[config.mk]
export PLATFORM = sky130hd
export DESIGN_NAME = ssd_scan_ctrl
export DESIGN_NICKNAME = d
export VERILOG_FILES = /design/src/rtl/ssd_pkg.sv /design/src/rtl/bin2bcd_seq.sv /design/src/rtl/ssd_scan_ctrl.sv
export SDC_FILE = /design/constraint.sdc
export NUM_CORES = 1
export LEC_CHECK = 0
export ABC_AREA = 1
export CAP_MARGIN = 15
export CELL_PAD_IN_SITES_DETAIL_PLACEMENT = 0
export CELL_PAD_IN_SITES_GLOBAL_PLACEMENT = 2
export CORE_MARGIN = 5
export CORE_UTILIZATION = 37
export CTS_BUF_LIST = sky130_fd_sc_hd__clkbuf_2 sky130_fd_sc_hd__clkbuf_4 sky130_fd_sc_hd__clkbuf_8
export DETAILED_ROUTE_END_ITERATION = 8
export PLACE_DENSITY_LB_ADDON = 0.1
export SETUP_SLACK_MARGIN = 0.5
export SLEW_MARGIN = 25
export SYNTH_ARGS = -nofsm -noshare
export SYNTH_HDL_FRONTEND = slang
export SYNTH_HIERARCHICAL = 1
export SYNTH_SLANG_ARGS = --single-unit
export TNS_END_PERCENT = 5
[constraint.sdc]
create_clock -name clk -period 2.1 [get_ports clk]
set_input_delay 0.315 -clock clk [delete_from_list [all_inputs] [get_ports clk]]
set_output_delay 0.315 -clock clk [all_outputs]
set_load 0.005 [all_outputs]
[src/rtl/ssd_pkg.sv]
// Shared constants for the seven-segment display front end: converter states,
// digit count and the active-low segment patterns.
package ssd_pkg;

    localparam int DIGITS = 4;

    typedef logic [1:0] state_t;
    localparam state_t IDLE  = 2'd0;
    localparam state_t CONV  = 2'd1;
    localparam state_t LATCH = 2'd2;

    // {g,f,e,d,c,b,a}, common anode, so a lit segment is a 0
    localparam logic [6:0] SEG_BLANK = 7'h7F;
    localparam logic [6:0] SEG_LUT [10] = '{
        7'h40, 7'h79, 7'h24, 7'h30, 7'h19,
        7'h12, 7'h02, 7'h78, 7'h00, 7'h10
    };

    function automatic logic [6:0] seg_encode(input logic [3:0] code);
        logic [6:0] pattern;
        pattern = SEG_BLANK;
        if (code <= 4'd9) begin
            pattern = SEG_LUT[code];
        end
        return pattern;
    endfunction

endpackage

[src/rtl/bin2bcd_seq.sv]
// Iterative double-dabble converter: one binary bit per clock, result copied to
// the digit outputs only when the whole conversion has finished.
module bin2bcd_seq
    import ssd_pkg::*;
#(
    parameter int NUM_W = 13
) (
    input  logic             clk,
    input  logic             rst_n,
    input  logic [NUM_W-1:0] num,
    input  logic             load,
    output logic             busy,
    output logic             done,
    output logic [3:0]       thou,
    output logic [3:0]       hund,
    output logic [3:0]       tens,
    output logic [3:0]       ones
);

    localparam int                ITER_W    = $clog2(NUM_W + 1);
    localparam logic [ITER_W-1:0] LAST_ITER = ITER_W'(NUM_W - 1);

    state_t              state;
    logic [NUM_W-1:0]    shreg;
    logic [4*DIGITS-1:0] work;
    logic [4*DIGITS-1:0] work_adj;
    logic [ITER_W-1:0]   iter;

    always_comb begin
        // NOTE: the default copy keeps every bit assigned on every pass, so no latch is inferred.
        work_adj = work;
        for (int i = 0; i < DIGITS; i++) begin
            if (work[4*i +: 4] >= 4'd5) begin
                work_adj[4*i +: 4] = work[4*i +: 4] + 4'd3;
            end
        end
    end

    always_ff @(posedge clk or negedge rst_n) begin
        if (!rst_n) begin
            state <= IDLE;
            shreg <= '0;
            work  <= '0;
            iter  <= '0;
            done  <= 1'b0;
            thou  <= '0;
            hund  <= '0;
            tens  <= '0;
            ones  <= '0;
        end else begin
            // NOTE: non-blocking so every register sees pre-edge values, as the hardware does.
            done <= 1'b0;
            case (state)
                IDLE: begin
                    if (load) begin
                        shreg <= num;
                        work  <= '0;
                        iter  <= '0;
                        state <= CONV;
                    end
                end
                CONV: begin
                    // MSB of the captured value enters the ones nibble first
                    {work, shreg} <= {work_adj, shreg} << 1;
                    iter          <= iter + 1'b1;
                    if (iter == LAST_ITER) begin
                        state <= LATCH;
                    end
                end
                LATCH: begin
                    {thou, hund, tens, ones} <= work;
                    done                     <= 1'b1;
                    state                    <= IDLE;
                end
                default: state <= IDLE;
            endcase
        end
    end

    assign busy = (state != IDLE);

endmodule

[src/rtl/ssd_scan_ctrl.sv]
// Seven-segment front end: BCD conversion plus a free-running digit scanner.
// Define LEADING_ZERO_BLANK_EN to leave leading-zero digit slots dark.
module ssd_scan_ctrl
    import ssd_pkg::*;
#(
    parameter int NUM_W       = 13,
    parameter int REFRESH_DIV = 100000
) (
    input  logic              clk,
    input  logic              rst_n,
    input  logic [NUM_W-1:0]  num,
    input  logic              load,
    output logic              busy,
    output logic              done,
    output logic [DIGITS-1:0] anode,
    output logic [6:0]        seg
);

    localparam int               CNT_W    = $clog2(REFRESH_DIV);
    localparam logic [CNT_W-1:0] LAST_CNT = CNT_W'(REFRESH_DIV - 1);

    logic [3:0]        digit [DIGITS];
    logic [CNT_W-1:0]  refresh_cnt;
    logic [1:0]        scan_idx;
    logic [DIGITS-1:0] lead_zero;

    bin2bcd_seq #(
        .NUM_W (NUM_W)
    ) u_bin2bcd (
        .clk   (clk),
        .rst_n (rst_n),
        .num   (num),
        .load  (load),
        .busy  (busy),
        .done  (done),
        .thou  (digit[3]),
        .hund  (digit[2]),
        .tens  (digit[1]),
        .ones  (digit[0])
    );

    always_ff @(posedge clk or negedge rst_n) begin
        if (!rst_n) begin
            refresh_cnt <= '0;
            scan_idx    <= '0;
        end else if (refresh_cnt == LAST_CNT) begin
            refresh_cnt <= '0;
            scan_idx    <= scan_idx + 1'b1;
        end else begin
            refresh_cnt <= refresh_cnt + 1'b1;
        end
    end

    // A slot is a leading zero when it and every higher digit are zero; ones is always shown.
    always_comb begin
        lead_zero = '0;
`ifdef LEADING_ZERO_BLANK_EN
        lead_zero[DIGITS-1] = (digit[DIGITS-1] == 4'd0);
        for (int i = DIGITS - 2; i >= 1; i--) begin
            lead_zero[i] = lead_zero[i+1] && (digit[i] == 4'd0);
        end
`endif
    end

    always_ff @(posedge clk or negedge rst_n) begin
        if (!rst_n) begin
            anode <= '1;
            seg   <= SEG_BLANK;
        end else if (lead_zero[scan_idx]) begin
            anode <= '1;
            seg   <= SEG_BLANK;
        end else begin
            anode <= ~(DIGITS'(1) << scan_idx);
            seg   <= seg_encode(digit[scan_idx]);
        end
    end

endmodule

### Word level (Yosys, flattened, before mapping)

Memories as Yosys holds them, arrays and structs flattened.
Cells that the tools add are included.

* div/mod/pow operators: 0
* eq/ne operators: 6
* shift operators: 1
* reductions and logical operators: 5
* bitwise logic cells: 3
* order comparisons: 8
* $add $sub $neg: 7
* mux-type cells: 25
* multipliers: 0

Operators with widths (count)
* $pmux 16 s2: 1
* $mux 4: 7
* $mux 7: 4
* $pmux 13 s2: 1
* $add 17x1->17 const B: 1
* $eq 17x17->1 const B: 1
* $mux 17: 1
* $ge 4x3->1 const B: 4
* $mux 16: 1
* $mux 13: 1
* $add 4x2->4 const B: 3
* $bmux 4 s2: 1
* $pmux 4 s2: 1
* $ge 5x5->1 const B: 1
* $not 4->5: 1
* $add 4x1->4 const B: 1
* $eq 4x4->1 const B: 1
* $le 4x4->1 const B: 1
* $mux 2: 2
* $not 4->4: 1
* $pmux 2 s2: 1
* $reduce_and 2->1: 2
* $reduce_bool 2->1: 2
* $shl 1x2->4 const A: 1
* 13 further kinds: 14

* memories: 1
* bits in read-only memories: 112
* bits in writable memories: 0
* flip-flop bits (word level): 82
* output and inout port bits: 13
* bits in latches: 0
* logic and storage cells: 69
* input bits: 16

Memory list
* (no name shown): words 16, width 7, read ports 1, clocked after memory_dff 0, write ports 0, RTL line ssd_pkg.sv:23 `pattern = SEG_LUT[code];`

### Longest topological paths before layout

* depth in word-level cells: 10
* mapped depth: 13
* depth with buffers taken out: 11

### Cells and area by module

The synthesis kept the hierarchy.

Modules (own cells, without submodules)
* bin2bcd_seq: cells each 297, instances 1, area an instance 2486.1 µm², seq. area each 1301.2 µm²
* ssd_scan_ctrl: cells each 223, instances 1, area an instance 1801.7 µm², seq. area each 764.5 µm²

### Worst setup path before layout

No wires, ideal clock.

* kind: reg2reg
* from: reg scan_idx[0]
* to: reg seg[4]
* data arrival time: 1728 ps
* clock period less this slack: 1789 ps
* stages on the path, launching flop included: 14
* setup slack: 311 ps
* buffers on the path: 2
* data required time: 2039 ps
* setup time: 61 ps
* cell sequence: dfrtp_1 > buf_6 > inv_6 > buf_12 > nor2_1 > nor2_1 > o21ai_0 > nand2_1 > inv_1 > ha_1 > or2_2 > nand2_2 > nand2_4 > nand3_2

* longest elaborated chain between the ends: 10
* elaborated cells on any way between the ends: 13
* those cells by class: 1 x order compare; 9 x mux; 2 x bitwise; 1 x memory

Ends and longest elaborated chain
* start: declaration: RTL line ssd_scan_ctrl.sv:24 `logic [1:0] scan_idx;`
* start signal: assignment: RTL line ssd_scan_ctrl.sv:48 `scan_idx <= scan_idx + 1'b1;`
* $not 2->3 (implied by the code): RTL line ssd_scan_ctrl.sv:74 `seg <= seg_encode(digit[scan_idx]);`
* $bmux 4 s2: RTL line ssd_scan_ctrl.sv:74
* $mux 4 (implied by the code) (2 in series): RTL line ssd_scan_ctrl.sv:74
* $not 4->5 (implied by the code): RTL line ssd_pkg.sv:23
* $mem_v2 16x7
* $mux 7 (implied by the code) (2 in series): RTL line ssd_pkg.sv:23
* $mux 7: RTL line ssd_pkg.sv:22 `if (code <= 4'd9) begin`
* $mux 7 (*): RTL line ssd_scan_ctrl.sv:69 `end else if (lead_zero[scan_idx]) begin`
* end signal: assignment: RTL line ssd_scan_ctrl.sv:74
* end: declaration: RTL line ssd_scan_ctrl.sv:16 `output logic [6:0] seg`

Mark *: on every way between the ends. The rest lies on a longest branch, timed or not. The select of a mux whose other input is x is not followed.
A chain may end at the register's enable or synchronous reset.

### Final worst setup path

* from: reg anode[2]
* to: out anode[2]

RTL lines
* start: declaration: RTL line ssd_scan_ctrl.sv:15 `output logic [DIGITS-1:0] anode,`
* start signal: assignment: RTL line ssd_scan_ctrl.sv:73 `anode <= ~(DIGITS'(1) << scan_idx);`

No word-level cell between the ends.

==> metrics.cfg <==
[outcome]
status = finished, final reports clean

[power_and_ir_drop]
power.density_nw_per_um2 = 1136
p_clk_share_pct = 23.2
p_leak_uw = 0.002467
switching_share_pct = 37.09
net-switching-power_uw = 2094
p_int_uw = 3551
pwr-share-comb_pct = 35.4
ir_drop_mv = 0.5726
report.power.total_uw = 5645
pwr-share-seq_pct = 41.3

[synthesis]
ys_ff_latch = 82
syn_avg_cell_area_um2 = 8.246
yosys.area.top_type_share_pct = 41.44
synth_top_area_cell = dfrtp_1
synth_nets = 556
yosysUniqueCellTypes = 32
synthTopCellsByArea = dfrtp_1, nand2_1, dfstp_2
ys_seq_area_share_pct = 48.18
ys_warn_count = 6
netlist_instances = 520
netlist_area_um2 = 4288

[flow_run]
maxCapViolations = 0

[layout]
syn_to_final_growth_pct = 15.87
multi_input_area_um2 = 1852
nets = 593
final_cell_mix = nand2_1, dfrtp_1, inv_1
drive_gt1_share_pct = 13.52
fin_area_um2 = 4969
layout_commonest_cell = nand2_1
nFillCells = 1173
ff_latch_area_um2 = 2068
num_antenna_cells = 0

[worst_setup_path]
critPathLaunchType = flip-flop
critPathSlowestCell = dfstp_2
worstSetupEndpointType = primary output
crit_fanout = 1
crit_type = flip-flop to primary output
cp_cell_sequence = clkdlybuf4s50_1
critPathTopFamily = flip-flops
worst_ep_arrival_time_ns = 1.37
crit_required_ns = 1.78
critPathBufInv = 1
critPathMaxStageDelay_ns = 0.52

[timing]
worst_pin_slew_ns = 0.4626
rsz0062_at_grt = true
timing.final.crit_share_pct = 80.19
hold_viol_final = 0
setup_viol = 0
slew_headroom_pct = 69.12
fin_skew_ns = 0.008565
whs_ns = 0.4289
fmax_mhz = 593.8
maxSlewViolCount = 0
finalCriticalPeriod_ns = 1.684
setup-tns-final_ns = 0
timing.final.ws_setup_ns = 0.4160

[global_routing]
track_usage_pct = 13.42
grt_pass1_vias = 3315
grt_pass1_wl_mm = 15.46
grt_antenna_before_repair = 0
grt_max_degree = 34
grt_overflow = 0

[cts]
clk_pin_slew_worst_paths_ns = 0.08
root_buffer = clkbuf_8
clock_path_buffers = 2
htreeDepth = 3
cts_tree = done
clk_latency_ns = 0.37
cts_buffers = 9
numClockSinks = 82

[floorplan]
die_w_um = 117.7
core-area_um2 = 11370
pin_count = 29
die_height_um = 117.7
initial_core_util_pct = 37.71
dieArea_um2 = 13840
rows = 39

[placed_design]
routabilityCongestion = 0.8509
postPlaceCellArea_um2 = 4679
detailed_place_hpwl_mm = 6.100
port_buffers = 28
place_ws_ns = 0.2920

[route]
via_per_inst = 4.652
drt-pass1-iter-count = 4
wl_per_cell_um = 12.25
drt_iter0_drc = 227
vias = 3280
drc = 0
finalWirelength_mm = 8.635
drtAntennaViolNets = 0

[min_path]
hold_class = primary input to async pin

-- sequential cells by signal, summed over array words and instances, names as in the netlist --
name / count
refresh_cnt: 17
anode: 4
u_bin2bcd/tens: 4
u_bin2bcd/work: 16
u_bin2bcd/iter: 4
u_bin2bcd/ones: 4
u_bin2bcd/shreg: 13
u_bin2bcd/thou: 4
u_bin2bcd/done: 1
u_bin2bcd/state: 2
u_bin2bcd/hund: 4
scan_idx: 2
seg: 7
-- timing repair --
action | in CTS | in global routing
endpoints found under the hold margin | 20 | 0
buffers inserted | 3 | 3
resized for setup | 4 | 3
hold buffers | 1 | 0
endpoints found under the setup margin | 19 | 27
-- kinds of logic after synthesis --
kind of cell	count (synthesis)	synth area share, %
and+or+nand+nor	287	30.20
buffers and inverters	82	9.104
DFF	82	48.18
AOI/OAI and AO/OA	42	5.253
adders and majority gates	20	5.836
xor gates and xnor gates	7	1.430
-- path summary, 6_finish.rpt --
| kind | startpoint | endpoint | slack, ns | depth (start not counted) |
|---|---|---|---|---|
| worst max-delay path | anode[2]$_DFF_PN1_ | anode[2] | 0.42 | 1 |
| worst min-delay path | rst_n | refresh_cnt[15]$_DFF_PN0_ | 0.43 | 2 |
| worst max register to register | scan_idx[1]$_DFFE_PN0N_ | seg[5]$_DFF_PN1_ | 0.46 | 9 |
| max in group asynchronous | rst_n | u_bin2bcd/work[7]$_DFFE_PN0P_ | 1.05 | 3 |
| worst min register to register | refresh_cnt[0]$_DFF_PN0_ | refresh_cnt[0]$_DFF_PN0_ | 0.47 | 1 |
| min in group clk | refresh_cnt[0]$_DFF_PN0_ | refresh_cnt[0]$_DFF_PN0_ | 0.47 | 1 |
-- cell usage after synthesis (all sizes together) --
| cell | number |
|---|---|
| nand2 | 173 |
| dfrtp | 71 |
| inv | 68 |
| nand3 | 56 |
| nor2 | 38 |
| o21ai | 36 |
| ha | 20 |
| buf | 13 |
| nand4 | 13 |
| dfstp | 11 |
| xor2 | 7 |
| o21bai | 4 |
| nor3 | 3 |
| or2 | 2 |
| a21o | 1 |
| clkinv | 1 |
| nand3b | 1 |
| nor4 | 1 |
| o211ai | 1 |
-- routing by layer --
metal | GRT usage, % | vias up | routed length (um) | part of all wire [%]
met3 | 4.661 | 12 | 348 | 4.0
met1 | 17.06 | 1513 | 4231 | 49
met2 | 21.25 | 41 | 3917 | 45
met4 | 4.659 | 0 | 137 | 1.6
li1 | - | 1714 | - | -
met5 | 0 | - | 0 | 0
-- final cells by class --
type,instances,share of cell area (%)
clock buffers,12,3.072
repair buffers,39,7.580
inverters,69,5.339
clock inverters,4,1.511
flip-flops and latches,82,41.63
multi-input cells,356,37.27
well taps,143,3.601
-- metrics by stage --
step,util (%),instances
after floorplan,-,520
after global placement,41.16,682
after detailed placement,41.16,682
after CTS,43.46,702
after global routing,43.70,705
final,43.70,705
-- power by group through the flow --
stage	clock (uW)	combinational, uW	sequential (uW)
after global placement	0	2000	2370
after global routing	1430	2340	2390
after floorplan	0	1570	2300
after CTS	1380	2040	2340
final	1310	2000	2330
after detailed placement	0	2020	2370
Note: power is estimated with default switching activity, not from simulation.
